--- config.mk ---
export PLATFORM = sky130hd
export DESIGN_NAME = button_debounce
export DESIGN_NICKNAME = d
export VERILOG_FILES = /design/src/rtl/btn_pkg.sv /design/src/rtl/sync_2ff.sv /design/src/rtl/button_debounce.sv
export SDC_FILE = /design/constraint.sdc
export NUM_CORES = 1
export LEC_CHECK = 0
export BUFFER_PORTS_ARGS = -buffer_cell sky130_fd_sc_hd__buf_4
export CAP_MARGIN = 20
export CORE_UTILIZATION = 35
export CTS_BUF_LIST = sky130_fd_sc_hd__clkbuf_16
export CTS_CLUSTER_SIZE = 10
export DETAILED_ROUTE_END_ITERATION = 10
export GPL_TIMING_DRIVEN = 1
export PLACE_DENSITY = 0.5
export SLEW_MARGIN = 20
export SYNTH_ARGS = -nofsm -noshare
export SYNTH_HDL_FRONTEND = slang
export SYNTH_SLANG_ARGS = --single-unit
--- constraint.sdc ---
create_clock -name clk -period 2.1 [get_ports clk]
set_input_delay 0.42 -clock clk [delete_from_list [all_inputs] [get_ports clk]]
set_output_delay 0.42 -clock clk [all_outputs]
set_load 0.01 [all_outputs]
--- src/rtl/btn_pkg.sv ---
// Shared definitions for the debounced pushbutton reader: FSM states,
// counter widths and default cycle counts for a 100 MHz board clock.
package btn_pkg;

  // Width of the stability and hold counters
  localparam int CNT_W = 32;

  // Width of the wrapping press counter
  localparam int PRESS_CNT_W = 8;

  // Board clock frequency the default timings are derived from
  localparam int CLK_HZ = 100_000_000;

  // 10 ms of stable input before a new level is accepted
  localparam int DEFAULT_DEBOUNCE_CYCLES = CLK_HZ / 100;

  // 1 s of continuous hold before a long press is flagged
  localparam int DEFAULT_LONG_CYCLES = CLK_HZ;

  // Debounce FSM states; LONG_HELD is only reachable when long-press support is built
  typedef enum logic [2:0] {
    IDLE        = 3'd0,
    PRESS_CHK   = 3'd1,
    HELD        = 3'd2,
    LONG_HELD   = 3'd3,
    RELEASE_CHK = 3'd4
  } btn_state_t;

  // Terminal counter value for a cycle count: a run of N cycles ends at N-1
  function automatic logic [CNT_W-1:0] last_count(input int cycles);
    return CNT_W'(cycles - 1);
  endfunction

endpackage

--- src/rtl/sync_2ff.sv ---
// Generic two-flop synchronizer for asynchronous board inputs.
// The reset value is a parameter so the flops can power up in the
// inactive state of whatever signal they carry.
module sync_2ff #(
  parameter int               WIDTH     = 1,
  parameter logic [WIDTH-1:0] RESET_VAL = '0
) (
  input  logic             clk,
  input  logic             rst_n,
  input  logic [WIDTH-1:0] d,
  output logic [WIDTH-1:0] q
);

  logic [WIDTH-1:0] meta;

  // First flop may go metastable; second flop gives it a full cycle to settle
  always_ff @(posedge clk or negedge rst_n) begin
    if (!rst_n) begin
      meta <= RESET_VAL;
      q    <= RESET_VAL;
    end else begin
      meta <= d;
      q    <= meta;
    end
  end

endmodule

--- src/rtl/button_debounce.sv ---
// Debounced pushbutton reader. Synchronizes a raw mechanical button,
// filters contact bounce with a stability counter and produces a clean
// level, one-cycle press/release pulses, a long-press pulse and a
// wrapping press count.
//
// Optional feature macro: LONG_PRESS_EN. When undefined, the hold
// counter, long flag and LONG_HELD state are not built and long_press
// is tied low.
//
// The release pulse port is named release_pulse because "release" is a
// reserved word in SystemVerilog.
module button_debounce
  import btn_pkg::*;
#(
  parameter int DEBOUNCE_CYCLES = DEFAULT_DEBOUNCE_CYCLES,
  parameter int LONG_CYCLES     = DEFAULT_LONG_CYCLES,
  parameter bit ACTIVE_LOW      = 1'b0
) (
  input  logic                   clk,
  input  logic                   rst_n,
  input  logic                   btn_raw,
  output logic                   btn_level,
  output logic                   press,
  output logic                   release_pulse,
  output logic                   long_press,
  output logic [PRESS_CNT_W-1:0] press_count
);

  // Both cycle counts must describe at least one cycle
  if (DEBOUNCE_CYCLES < 1) begin : g_bad_debounce
    $error("button_debounce: DEBOUNCE_CYCLES must be >= 1");
  end
  if (LONG_CYCLES < 1) begin : g_bad_long
    $error("button_debounce: LONG_CYCLES must be >= 1");
  end

  localparam logic [CNT_W-1:0] DEB_LAST = last_count(DEBOUNCE_CYCLES);

  logic             pin_pressed;
  logic             s;
  logic [CNT_W-1:0] cnt;
  logic             accept;
  btn_state_t       state;
  btn_state_t       state_n;
  logic             do_press;
  logic             do_release;

`ifdef LONG_PRESS_EN
  localparam logic [CNT_W-1:0] LONG_LAST = last_count(LONG_CYCLES);

  logic [CNT_W-1:0] hold;
  logic             hold_run;
  logic             long_flag;
  logic             do_long;
`endif

  // Normalize polarity so 1 always means pressed before the synchronizer
  assign pin_pressed = ACTIVE_LOW ? ~btn_raw : btn_raw;

  sync_2ff #(
    .WIDTH     (1),
    .RESET_VAL (1'b0)
  ) u_sync (
    .clk   (clk),
    .rst_n (rst_n),
    .d     (pin_pressed),
    .q     (s)
  );

  // A new level is accepted once s has disagreed with the committed level long enough
  assign accept = (s != btn_level) && (cnt >= DEB_LAST);

  // Stability counter: runs while s disagrees with the committed level, restarts on any agreement or level change
  always_ff @(posedge clk or negedge rst_n) begin
    if (!rst_n) begin
      cnt <= '0;
    end else if ((s == btn_level) || do_press || do_release) begin
      cnt <= '0;
    end else begin
      cnt <= cnt + CNT_W'(1);
    end
  end

  // FSM state register
  always_ff @(posedge clk or negedge rst_n) begin
    if (!rst_n) begin
      state <= IDLE;
    end else begin
      state <= state_n;
    end
  end

  // Next-state and event decode; a long press wins over starting a release check in the same cycle
  always_comb begin
    state_n    = state;
    do_press   = 1'b0;
    do_release = 1'b0;
`ifdef LONG_PRESS_EN
    do_long    = 1'b0;
    hold_run   = 1'b0;
`endif
    case (state)
      IDLE: begin
        if (s) begin
          if (accept) begin
            do_press = 1'b1;
            state_n  = HELD;
          end else begin
            state_n = PRESS_CHK;
          end
        end
      end
      PRESS_CHK: begin
        if (!s) begin
          state_n = IDLE;
        end else if (accept) begin
          do_press = 1'b1;
          state_n  = HELD;
        end
      end
      HELD: begin
`ifdef LONG_PRESS_EN
        if (hold >= LONG_LAST) begin
          do_long = 1'b1;
          state_n = LONG_HELD;
        end else begin
          hold_run = 1'b1;
          if (!s) begin
            if (accept) begin
              do_release = 1'b1;
              state_n    = IDLE;
            end else begin
              state_n = RELEASE_CHK;
            end
          end
        end
`else
        if (!s) begin
          if (accept) begin
            do_release = 1'b1;
            state_n    = IDLE;
          end else begin
            state_n = RELEASE_CHK;
          end
        end
`endif
      end
`ifdef LONG_PRESS_EN
      LONG_HELD: begin
        if (!s) begin
          if (accept) begin
            do_release = 1'b1;
            state_n    = IDLE;
          end else begin
            state_n = RELEASE_CHK;
          end
        end
      end
`endif
      RELEASE_CHK: begin
        if (s) begin
`ifdef LONG_PRESS_EN
          state_n = long_flag ? LONG_HELD : HELD;
`else
          state_n = HELD;
`endif
        end else if (accept) begin
          do_release = 1'b1;
          state_n    = IDLE;
        end
      end
      default: begin
        state_n = IDLE;
      end
    endcase
  end

  // Committed level and the one-cycle press/release pulses, all registered
  always_ff @(posedge clk or negedge rst_n) begin
    if (!rst_n) begin
      btn_level     <= 1'b0;
      press         <= 1'b0;
      release_pulse <= 1'b0;
    end else begin
      press         <= do_press;
      release_pulse <= do_release;
      if (do_press) begin
        btn_level <= 1'b1;
      end else if (do_release) begin
        btn_level <= 1'b0;
      end
    end
  end

  // Press counter wraps naturally at its width
  always_ff @(posedge clk or negedge rst_n) begin
    if (!rst_n) begin
      press_count <= '0;
    end else if (do_press) begin
      press_count <= press_count + PRESS_CNT_W'(1);
    end
  end

`ifdef LONG_PRESS_EN
  // Hold counter restarts on each press and pauses while a release is being checked
  always_ff @(posedge clk or negedge rst_n) begin
    if (!rst_n) begin
      hold <= '0;
    end else if (do_press) begin
      hold <= '0;
    end else if (hold_run) begin
      hold <= hold + CNT_W'(1);
    end
  end

  // Long flag remembers that this press already fired, so a glitch back to HELD cannot fire again
  always_ff @(posedge clk or negedge rst_n) begin
    if (!rst_n) begin
      long_flag  <= 1'b0;
      long_press <= 1'b0;
    end else begin
      long_press <= do_long;
      if (do_press) begin
        long_flag <= 1'b0;
      end else if (do_long) begin
        long_flag <= 1'b1;
      end
    end
  end
`else
  assign long_press = 1'b0;
`endif

endmodule

==> results <==
- The data arrival time at the worst-slack endpoint is 2.14 ns.
- The later-pin clock latency in the skew report is 0.28 ns.
- The number of synthesized flops with an enable pin is 0.
- The share of synthesized area in the top cell type comes to 50.6%.
- The worst path required time is 2.27 ns.
- The run finished, with violations left.
- The largest net degree at the start of global routing is 49.
- In the synthesized netlist the dominant register cell turns out to be sky130_fd_sc_hd__dfrtp_1.
- For this design the ratio of total power to cell area is 690 mW/mm^2.
- Clock-pin slew was measured on the worst setup and hold paths at 0.07 ns.
- The clock tree from TritonCTS is yes.
- Counting along the longest clock path gives a buffer depth of 2.
- The number of hold buffers added after CTS is 0.
- The count of different cell masters after synthesis is 38.
- The worst path uses 93.7% of the clock period.
- Final hold analysis gives a worst-case slack of 0.152 ns.
- After detailed placement, the design holds a cell count of 324.
- Routability-driven placement finished with a final weighted congestion of 0.794.
- The max capacitance violation total is 0.
- The number of clock buffers added by TritonCTS is 5.
- The share of synthesized registers carrying an async set or reset is 100%.
- The count of cells in the finished layout, fillers not included, comes to 332.
- For this block, the initial DRC count from the detailed router was 70.
- The critical path class is flop to flop.
- In the final routed layout, each cell accounts on average for 13.6 um.
- The net switching power of the design is 382 uW.
- The cell area after synthesis is 0.00237 mm^2.
- The final number of max-transition violations is 0.
- Once the clock tree was built, the setup fixing pass inserted 0 buffers.
- After clock tree synthesis, the repair step resized 0 gates.
- The number of antenna violations at the first check in global routing came to 0.
- For this run, the top clock speed supported by timing is 508 MHz.
- The die covers 0.00711 mm^2.
- For this design, the slowest cell found on the critical path is sky130_fd_sc_hd__dfrtp_1.
- Across the VDD grid, the largest voltage drop is 0.308 mV.
- STA classifies the critical path endpoint as a flop.
- The H-tree depth is 2.
- The maximum net fanout on the critical path is 5.
- The setup TNS is 0 ns.
- Setup repair after global routing left no endpoint under its margin.
- In this run the vertical extent of the chip is 84.3 um.
- The total routing usage reported by global routing is 14.2%.
- Setup violations remaining at the end of the flow were counted as 0.
- The net count after synthesis is 245.
- The aggregate routed wire length is 4520 um.
- Headroom to the max-slew limit came out at 59.3%.
- The HPWL after detailed placement is 2970 um.
- The post-route minimum period is 1.97 ns.
- Clock tree synthesis found a total of 48 sinks.
- Synthesis handed over a netlist of 240 instances.
- Sequential elements use 50.6% of the synthesized area.
- In the layout the commonest cells are sky130_fd_sc_hd__nor2_1 (49), sky130_fd_sc_hd__dfrtp_1 (48), sky130_fd_sc_hd__xnor2_1 (28), sky130_fd_sc_hd__buf_4 (17), sky130_fd_sc_hd__nand3_1 (14).
- The number of port buffers is 13.
- Yosys attributes the largest share of cell area to sky130_fd_sc_hd__dfrtp_1 (51%), sky130_fd_sc_hd__xnor2_1 (10%), sky130_fd_sc_hd__nor2_1 (7.8%).
- The total number of yosys warnings is 0.
- The final count of hold timing violations is 0.
- After synthesis the netlist holds a flip-flop and latch count of 48.
- After floorplanning, the core was divided into 29 placement rows.
- The total via count in the routed design is 1675.
- The final-stage net count is 259.
- The antenna violation net count after detailed routing is 0.
- After detailed routing, the number of remaining DRC violations is 6.
- For this run, the slowest stage of the critical path takes 0.43 ns.
- The final reports fail on design-rule violations.
- For this design the static power due to leakage is 0.00117 uW.
- Compared with the post-synthesis result, the final layout area differs by 15.0%.
- The placeable core region is 0.00646 mm^2.
- The number of diodes added for antenna fixing is 0.
- The clock arrives with 0.00522 ns of skew.
- The part of the total power dissipated in sequential elements is 49.9%.
- STA classifies the critical path startpoint as a flop.
- The worst hold path class is input pin to async pin.
- 15 I/O pins were placed.
- Walking the worst path, the cells encountered are nor4_2 > and4b_1 > a211oi_2 > or3_4 > mux2_4.
- The largest total area in the synthesized netlist belongs to sky130_fd_sc_hd__dfrtp_1.
- The combinational fraction of design power is 2.7%.
- The buffer cell driving the clock tree root is sky130_fd_sc_hd__clkbuf_16.
- The first detailed-routing pass took 7 iterations.
- The die width is 84.3 um.
- In the routed layout, each cell is associated on average with a via count of 5.05.
- The number of global-route vias before repair is 1657.
- In this run switching power makes up 20.3% of total power.
- After synthesis, the mean cell area works out to 9.88 um^2.
- The initial standard-cell utilization of the core is 36.7%.
- The internal power contribution is 1500 uW.
- The commonest non-fill, non-tap cell in the layout is sky130_fd_sc_hd__nor2_1.
- The first global-routing pass estimated 7960 um of wire.
- The relative contribution of the clock network to total power is 47.5%.
- The share of post-route cells with drive strength above 1 is 12.5%.
- After global routing the overflow that remains totals 0.
- The actual transition at the worst max-transition pin is 0.610 ns.
## layout make-up
type | instances | area, um^2
well taps | 77 | 96.3
repair buffers | 18 | 148
inverters | 3 | 11.3
fillers | 632 | 3730
clock inverters | 3 | 37.5
clock buffers | 5 | 125
multi-input cells | 178 | 1110
flip-flops and latches | 48 | 1200
## registers in the layout, indices dropped and copies added, names as in the netlist
register	flops
btn_level	1
u_sync.meta	1
release_pulse	1
press_count	8
u_sync.q	1
cnt	32
press	1
state	3
## power groups by stage
stage          combinational [uW]  clock, uW  sequential, uW
3_5_place_dp                 53.3          0             955
4_1_cts                      53.3        916             938
5_1_grt                      59.7        965             939
6_report                     50.2        893             938
3_3_place_gp                 53.3          0             956
2_1_floorplan                23.2          0             955
## cells in the mapped netlist, types with 2 or more instances
library cell / number
sky130_fd_sc_hd__buf_2: 6
sky130_fd_sc_hd__and3_1: 2
sky130_fd_sc_hd__clkbuf_1: 2
sky130_fd_sc_hd__and2_1: 2
sky130_fd_sc_hd__a21oi_1: 3
sky130_fd_sc_hd__nand3_1: 14
sky130_fd_sc_hd__nand4_1: 13
sky130_fd_sc_hd__ha_1: 2
sky130_fd_sc_hd__or3_1: 2
sky130_fd_sc_hd__nor2_1: 49
sky130_fd_sc_hd__and4_1: 3
sky130_fd_sc_hd__inv_1: 3
sky130_fd_sc_hd__clkbuf_2: 2
sky130_fd_sc_hd__xor2_1: 11
sky130_fd_sc_hd__nor4_1: 9
sky130_fd_sc_hd__xnor2_1: 28
sky130_fd_sc_hd__dfrtp_1: 48
sky130_fd_sc_hd__nand2_1: 13
sky130_fd_sc_hd__nor4_2: 3
sky130_fd_sc_hd__nor3_1: 7
## through the flow
stage / power [uW] / instance area (um^2) / util (%) / setup slack, ns
2_1_floorplan: 978 / 2370 / - / 0.237
3_3_place_gp: 1010 / 2560 / 39.7 / 0.183
3_5_place_dp: 1010 / 2560 / 39.7 / 0.121
4_1_cts: 1910 / 2730 / 42.2 / 0.108
5_1_grt: 1960 / 2730 / 42.2 / 0.0224
6_report: 1880 / 2730 / 42.2 / 0.132
## per-layer routing
metal  vias up  track usage [%]  wire length (um)
met2        26             21.8              2000
met4         0             4.16                44
met3         4             3.64               149
li1        850                -                 -
met5         -                0                 0
met1       795             20.0              2330
## logic make-up (layout without fill, tap and decap cells)
| logic type | Yosys count | in the layout | synth area share, % |
|---|---|---|---|
| muxes | 2 | 2 | 1.05 |
| DFF | 48 | 48 | 50.6 |
| and+or+nand+nor | 125 | 125 | 27.3 |
| other | 1 | 1 | 0.158 |
| adders and majority gates | 2 | 2 | 1.05 |
| buffers and inverters | 14 | 29 | 2.80 |
| AOI/OAI and AO/OA | 9 | 9 | 2.64 |
| xor gates and xnor gates | 39 | 39 | 14.4 |
## path summary, 6_finish.rpt
path                                   from        endpoint  slack (ns)  cells after the start
worst max-delay path                cnt[13]  press_count[1]        0.13                      5
worst min-delay path                  rst_n  press_count[7]        0.15                      1
worst max register to register      cnt[13]  press_count[1]        0.13                      5
worst min register to register  u_sync.meta        u_sync.q        0.36                      0
max in group asynchronous             rst_n         cnt[31]        1.54                      1
min in group clk                    btn_raw     u_sync.meta        0.24                      1
## worst max-delay path, delay by kind of cell, from the launching register on
kind            cells  cell delay (ns)
compound gates      1             0.09
mux                 1             0.30
simple gates        3             1.03
flops               1             0.43
No activity file was read; power rests on OpenSTA's default activity.
